<file path="src/rtl/bram_access_arbiter.sv">
// bram_access_arbiter
//   Shares one single-port user BRAM between the management SoC Wishbone
//   slave path and a DMA/engine master port. Each granted request becomes a
//   fixed-latency BRAM access of DELAYS cycles followed by a one-cycle
//   response, where the still-requesting owner gets a one-cycle ack plus
//   read data.
//
//   Build option ARB_WB_PRIORITY_EN:
//     defined   - Wishbone wins every tie (fixed priority)
//     undefined - ties alternate against the last granted requester
//
//   Ports
//     wb_clk_i, wb_rst_i          clock, async active-high reset
//     wbs_cyc/stb/we/sel/adr/dat  Wishbone slave request inputs
//     wbs_ack_o, wbs_dat_o        Wishbone ack pulse and read data
//     dma_req/we/adr/dat_i        DMA level request (held until ack)
//     dma_ack_o, dma_dat_o        DMA ack pulse and read data
//     bram_en/we/adr/di_o         BRAM control, address and write data
//     bram_do_i                   BRAM read data
//     busy_o                      high whenever not idle
//
//   Timing: the request is registered at the first edge after it appears;
//   the ack is combinational during the RESP cycle, so with the request
//   asserted in cycle 1 the ack is high in cycle DELAYS+2. Because the ack
//   is seen in RESP, a master that drops its request at the following edge
//   is gone before IDLE samples again; a master that keeps it asserted
//   starts a new transaction.
//
//   state  | meaning
//   IDLE   | no access in progress, arbitrate pending requests
//   ACCESS | BRAM enabled for DELAYS cycles, write strobes on first cycle
//   RESP   | one-cycle ack to owner if it still requests
module bram_access_arbiter #(
  parameter int          DELAYS  = 10,
  parameter logic [15:0] BASE_HI = 16'h3800,
  parameter int          ADDR_W  = 12
) (
  input  logic        wb_clk_i,
  input  logic        wb_rst_i,
  input  logic        wbs_cyc_i,
  input  logic        wbs_stb_i,
  input  logic        wbs_we_i,
  input  logic [3:0]  wbs_sel_i,
  input  logic [31:0] wbs_adr_i,
  input  logic [31:0] wbs_dat_i,
  output logic        wbs_ack_o,
  output logic [31:0] wbs_dat_o,
  input  logic              dma_req_i,
  input  logic              dma_we_i,
  input  logic [ADDR_W-1:0] dma_adr_i,
  input  logic [31:0]       dma_dat_i,
  output logic              dma_ack_o,
  output logic [31:0]       dma_dat_o,
  output logic        bram_en_o,
  output logic [3:0]  bram_we_o,
  output logic [31:0] bram_adr_o,
  output logic [31:0] bram_di_o,
  input  logic [31:0] bram_do_i,
  output logic        busy_o
);

  localparam logic [1:0] S_IDLE   = 2'd0;
  localparam logic [1:0] S_ACCESS = 2'd1;
  localparam logic [1:0] S_RESP   = 2'd2;

  localparam logic OWN_WB  = 1'b0;
  localparam logic OWN_DMA = 1'b1;

  logic [1:0]        r_state;
  logic [3:0]        r_cnt;
  logic              r_owner;
  logic              r_we;
  logic [3:0]        r_sel;
  logic [ADDR_W-1:0] r_adr;
  logic [31:0]       r_wdat;
  logic [31:0]       r_rdata;
`ifndef ARB_WB_PRIORITY_EN
  logic              r_last_grant;
`endif

  logic w_wb_req;
  logic w_grant_dma;
  logic w_access;
  logic w_resp;
  logic w_unused_adr;

  assign w_wb_req = wbs_cyc_i & wbs_stb_i & (wbs_adr_i[31:16] == BASE_HI);

  // Window bits between the BRAM offset and the base compare are ignored.
  assign w_unused_adr = ^wbs_adr_i[15:0];

  always_comb begin
    w_grant_dma = 1'b0;
    if (w_wb_req && dma_req_i) begin
`ifdef ARB_WB_PRIORITY_EN
      w_grant_dma = 1'b0;
`else
      w_grant_dma = (r_last_grant == OWN_WB);
`endif
    end else begin
      w_grant_dma = dma_req_i;
    end
  end

  always_ff @(posedge wb_clk_i or posedge wb_rst_i) begin
    if (wb_rst_i) begin
      r_state      <= S_IDLE;
      r_cnt        <= 4'd0;
      r_owner      <= OWN_WB;
      r_we         <= 1'b0;
      r_sel        <= 4'd0;
      r_adr        <= '0;
      r_wdat       <= 32'd0;
      r_rdata      <= 32'd0;
`ifndef ARB_WB_PRIORITY_EN
      r_last_grant <= OWN_DMA;
`endif
    end else begin
      case (r_state)
        S_IDLE: begin
          if (w_wb_req || dma_req_i) begin
            r_cnt   <= 4'd0;
            r_state <= S_ACCESS;
            if (w_grant_dma) begin
              r_owner <= OWN_DMA;
              r_we    <= dma_we_i;
              r_sel   <= 4'hF;
              r_adr   <= dma_adr_i;
              r_wdat  <= dma_dat_i;
            end else begin
              r_owner <= OWN_WB;
              r_we    <= wbs_we_i;
              r_sel   <= wbs_sel_i;
              r_adr   <= wbs_adr_i[ADDR_W-1:0];
              r_wdat  <= wbs_dat_i;
            end
          end
        end
        S_ACCESS: begin
          if (r_cnt == 4'(DELAYS - 1)) begin
            r_rdata <= bram_do_i;
            r_state <= S_RESP;
          end else begin
            r_cnt <= r_cnt + 4'd1;
          end
        end
        S_RESP: begin
`ifndef ARB_WB_PRIORITY_EN
          r_last_grant <= r_owner;
`endif
          r_state <= S_IDLE;
        end
        default: r_state <= S_IDLE;
      endcase
    end
  end

  assign w_access = (r_state == S_ACCESS);
  assign w_resp   = (r_state == S_RESP);

  assign bram_en_o  = w_access;
  // Write strobes only on the first access cycle so each write lands once.
  assign bram_we_o  = (w_access && r_we && (r_cnt == 4'd0)) ? r_sel : 4'd0;
  assign bram_adr_o = {{(32-ADDR_W){1'b0}}, r_adr};
  assign bram_di_o  = r_wdat;

  // Ack only if the owner still requests; a withdrawn request is dropped.
  assign wbs_ack_o = w_resp && (r_owner == OWN_WB) && w_wb_req;
  assign dma_ack_o = w_resp && (r_owner == OWN_DMA) && dma_req_i;
  assign wbs_dat_o = wbs_ack_o ? r_rdata : 32'd0;
  assign dma_dat_o = dma_ack_o ? r_rdata : 32'd0;

  assign busy_o = (r_state != S_IDLE);

endmodule
</file>
<file path="config.mk">
export PLATFORM = sky130hd
export DESIGN_NAME = bram_access_arbiter
export DESIGN_NICKNAME = d
export VERILOG_FILES = /design/src/rtl/bram_access_arbiter.sv
export SDC_FILE = /design/constraint.sdc
export NUM_CORES = 1
export LEC_CHECK = 0
export ABC_CLOCK_PERIOD_IN_PS = 4350
export BUFFER_PORTS_ARGS = -buffer_cell sky130_fd_sc_hd__buf_4
export CAP_MARGIN = 20
export CELL_PAD_IN_SITES_DETAIL_PLACEMENT = 1
export CELL_PAD_IN_SITES_GLOBAL_PLACEMENT = 2
export CORE_ASPECT_RATIO = 0.5
export CORE_UTILIZATION = 28
export CTS_CLUSTER_SIZE = 40
export DETAILED_ROUTE_END_ITERATION = 10
export PLACE_DENSITY = 0.93
export SKIP_LAST_GASP = 1
export SYNTH_ARGS = -nofsm -noshare
export SYNTH_HDL_FRONTEND = slang
export SYNTH_SLANG_ARGS = --single-unit
</file>
<file path="constraint.sdc">
create_clock -name wb_clk_i -period 4.35 [get_ports wb_clk_i]
set_input_delay 0.2175 -clock wb_clk_i [delete_from_list [all_inputs] [get_ports wb_clk_i]]
set_output_delay 0.2175 -clock wb_clk_i [all_outputs]
set_load 0.02 [all_outputs]
</file>
==> results.ini <==
[synth]
synth_area_per_cell_sq_um = 9.43
async_flop_share_pct = 100
ys_seq_area_share_pct = 40.5
ys_ff_latch = 89
netlist_instances = 584
yosysUniqueCellTypes = 41
synth_area_leaders = dfrtp_1 (40%), and2_1 (7.7%), mux2_2 (6.7%), nor2_1 (6.5%), a21o_1 (6.1%)
synthTopCellsByCount = nor2_1 (96), dfrtp_1 (88), and2_1 (68)
synthSimpleGateAreaFrac_pct = 28.6
synth.most_common_cell = nor2_1
ys_warn_count = 0
synth.area.mux_share_pct = 6.75
yosysTopAreaCell = dfrtp_1
synth_top_area_share_pct = 40.0
synth_top_family_by_area = simple AND/OR/NAND/NOR gates
synth_flop_cell = dfrtp_1
synth_compound_area_share_pct = 15.1
syn_area_sq_mm = 0.00551
synth_edf_count = 0
synth_xor_area_share_pct = 0.318
synthAdderAreaFrac_pct = 0.682

[final_layout]
final_util_pct = 41.9
layoutNonFillerInstCount = 1082
area_growth_pct = 43.1
nets = 972
drive_gt1_share_pct = 45.0
antenna_cells = 0

[hold_path]
hp-class = in -> async

[place]
place.gp.congestion = 0.761
dpl.hpwl_um = 13700
portBuffers = 262
dp.cells = 1065

[cts]
cts-root-buf = clkbuf_16
clock-sinks = 89
clock_path_buffers = 2
cts.clk_slew.worst_paths_ns = 0.07
holdBufCountCts = 0
cts_buffers = 9
h-tree-depth = 3
cts_setup_buffers = 0
post_cts_resize_count = 0
cts_tree = done
clk_latency_ns = 0.34

[setup_path]
slowest_delay_ns = 1.15
slowest_stage = or4_2
path_class = reg -> reg
startpoint_type = register
cp.required_ns = 4.58
crit_fanout = 36
end_kind = register
crit_arrival_ns = 3.04
cp_cell_sequence = nor2_1 -> inv_1 -> or4_2 -> buf_4 -> o22ai_2 -> nor3_2

[grt]
grt_pass1_wl_um = 30900
grt_antenna_before_repair = 0
grt_max_degree = 66
grt_pass1_vias = 5626
track_usage_pct = 19.4
overflow = 0

[floorplanning]
num_rows = 35
start_util_pct = 29.2
core_sq_mm = 0.0188
fp.dieW_um = 200
die_y_um = 101
io_pins = 287
die_area_sq_mm = 0.0203

[timing]
fin_skew_ns = 0.00905
finalMaxSlewViolations = 0
tightest_slew_ns = 0.976
hold_ws_ns = 0.0599
slew_headroom_pct = 34.8
rsz0062_at_grt = false
finalSetupViolCount = 0
clock.fmax_mhz = 357
post-route-min-period_ns = 2.80
fin_crit_sh_pct = 64.4
finalHoldViolations = 0
fin_tns_setup_ns = 0

[route]
remaining_drc_errors = 0
post_drt_wl_per_cell_um = 18.3
drt-initial-drc-count = 178
vias = 5310
finalWirelength_um = 19800
vias_per_cell = 4.91
ant_nets = 0
firstDrtPassIters = 4

[status]
status = finished, final reports clean

[pwr]
power.static_leakage_nw = 3.94
p_per_area_mw_per_mm2 = 527
vdd_drop_max_v = 0.000201

[job]
maxCapViolations = 0

==> critical path: cells and delay by family (launching register included) <==
family          cells  cell delay (ns)
simple gates        3             1.49
buf+inv             2             0.60
flops               1             0.42
compound gates      1             0.17
==> registers in the layout (all words and copies together), names as in the netlist <==
name and flops:
r_owner 1, bram_di_o 32, r_cnt 4, r_we 1
r_rdata 32, r_state 2, r_sel 4, r_adr 12
r_last_grant 1
==> metal layers <==
| metal | wire [um] | track usage (%) | vias up |
|---|---|---|---|
| met1 | 8490 | 22.9 | 2628 |
| met2 | 10100 | 36.0 | 151 |
| met5 | 0 | 0 | - |
| met3 | 665 | 3.41 | 28 |
| met4 | 501 | 6.52 | 0 |
| li1 | - | - | 2503 |
==> cell type report <==
| cell class | count | area [sq um] |
|---|---|---|
| fillers | 2208 | 10900 |
| well taps | 259 | 324 |
| multi-input cells | 439 | 2920 |
| flip-flops and latches | 89 | 2230 |
| inverters | 6 | 25.0 |
| repair buffers | 273 | 2060 |
| clock inverters | 6 | 91.3 |
| clock buffers | 10 | 229 |
==> worst paths after layout <==
check,from,end,slack (ns),depth (start not counted)
max in group asynchronous,wb_rst_i,r_last_grant$_DFFE_PP1N_,3.34,3
min in group wb_clk_i,wbs_sel_i[0],r_sel[0]$_DFFE_PP0P_,0.09,2
worst max register to register,r_state[0]$_DFFE_PP0P_,bram_di_o[2]$_DFFE_PP0P_,1.55,6
worst min register to register,r_rdata[21]$_DFFE_PP0P_,r_rdata[21]$_DFFE_PP0P_,0.52,1
worst min-delay path,wb_rst_i,r_cnt[2]$_DFFE_PP0P_,0.06,2
worst max-delay path,r_state[0]$_DFFE_PP0P_,bram_di_o[2]$_DFFE_PP0P_,1.55,6
==> where the power goes <==
part           switching [mW]  internal (mW)  total (mW)
combinational           0.964          0.837        1.80
sequential              0.256           1.24        1.49
clock                   0.353          0.507       0.860
total                    1.57           2.58        4.15
==> through the flow <==
step	setup slack (ns)	total power, mW	cell area, sq um
final	1.55	4.15	7880
after global placement	1.45	3.25	7540
after detailed placement	1.44	3.33	7540
after global routing	1.39	4.43	7880
after CTS	1.54	4.21	7860
after floorplan	1.83	2.56	5580
==> layout by cell type, fill, tap and decap left out, drive strengths merged, types with 2 or more instances in the layout <==
cell type  Yosys  layout
o22ai         45      45
buf           38     273
nand2          4       4
inv            6       7
ha             3       3
xor2           2       2
nor3          45      45
mux2          33      33
and2          68      68
nor2b          2       2
nor2          96      96
dfrtp         88      88
nor4          48      48
nand2b         2       2
or4            2       2
clkinv         0       3
o22a           3       3
bufinv         0       2
a21o          45      45
nand4          2       2
conb           1      20
o21ai          3       3
nand3          4       4
clkbuf        31      10
==> cells by family (layout without fill, tap and decap cells) <==
logic type | count (synthesis) | count (layout)
AND/OR/NAND/NOR | 280 | 280
AO/OA/AOI/OAI | 101 | 101
flip-flops | 89 | 89
buffers and inverters | 75 | 295
multiplexers | 33 | 33
adder cells (fa/ha/maj) | 3 | 3
XOR/XNOR | 2 | 2
other | 1 | 20
Power figures use the tool's default switching activity.
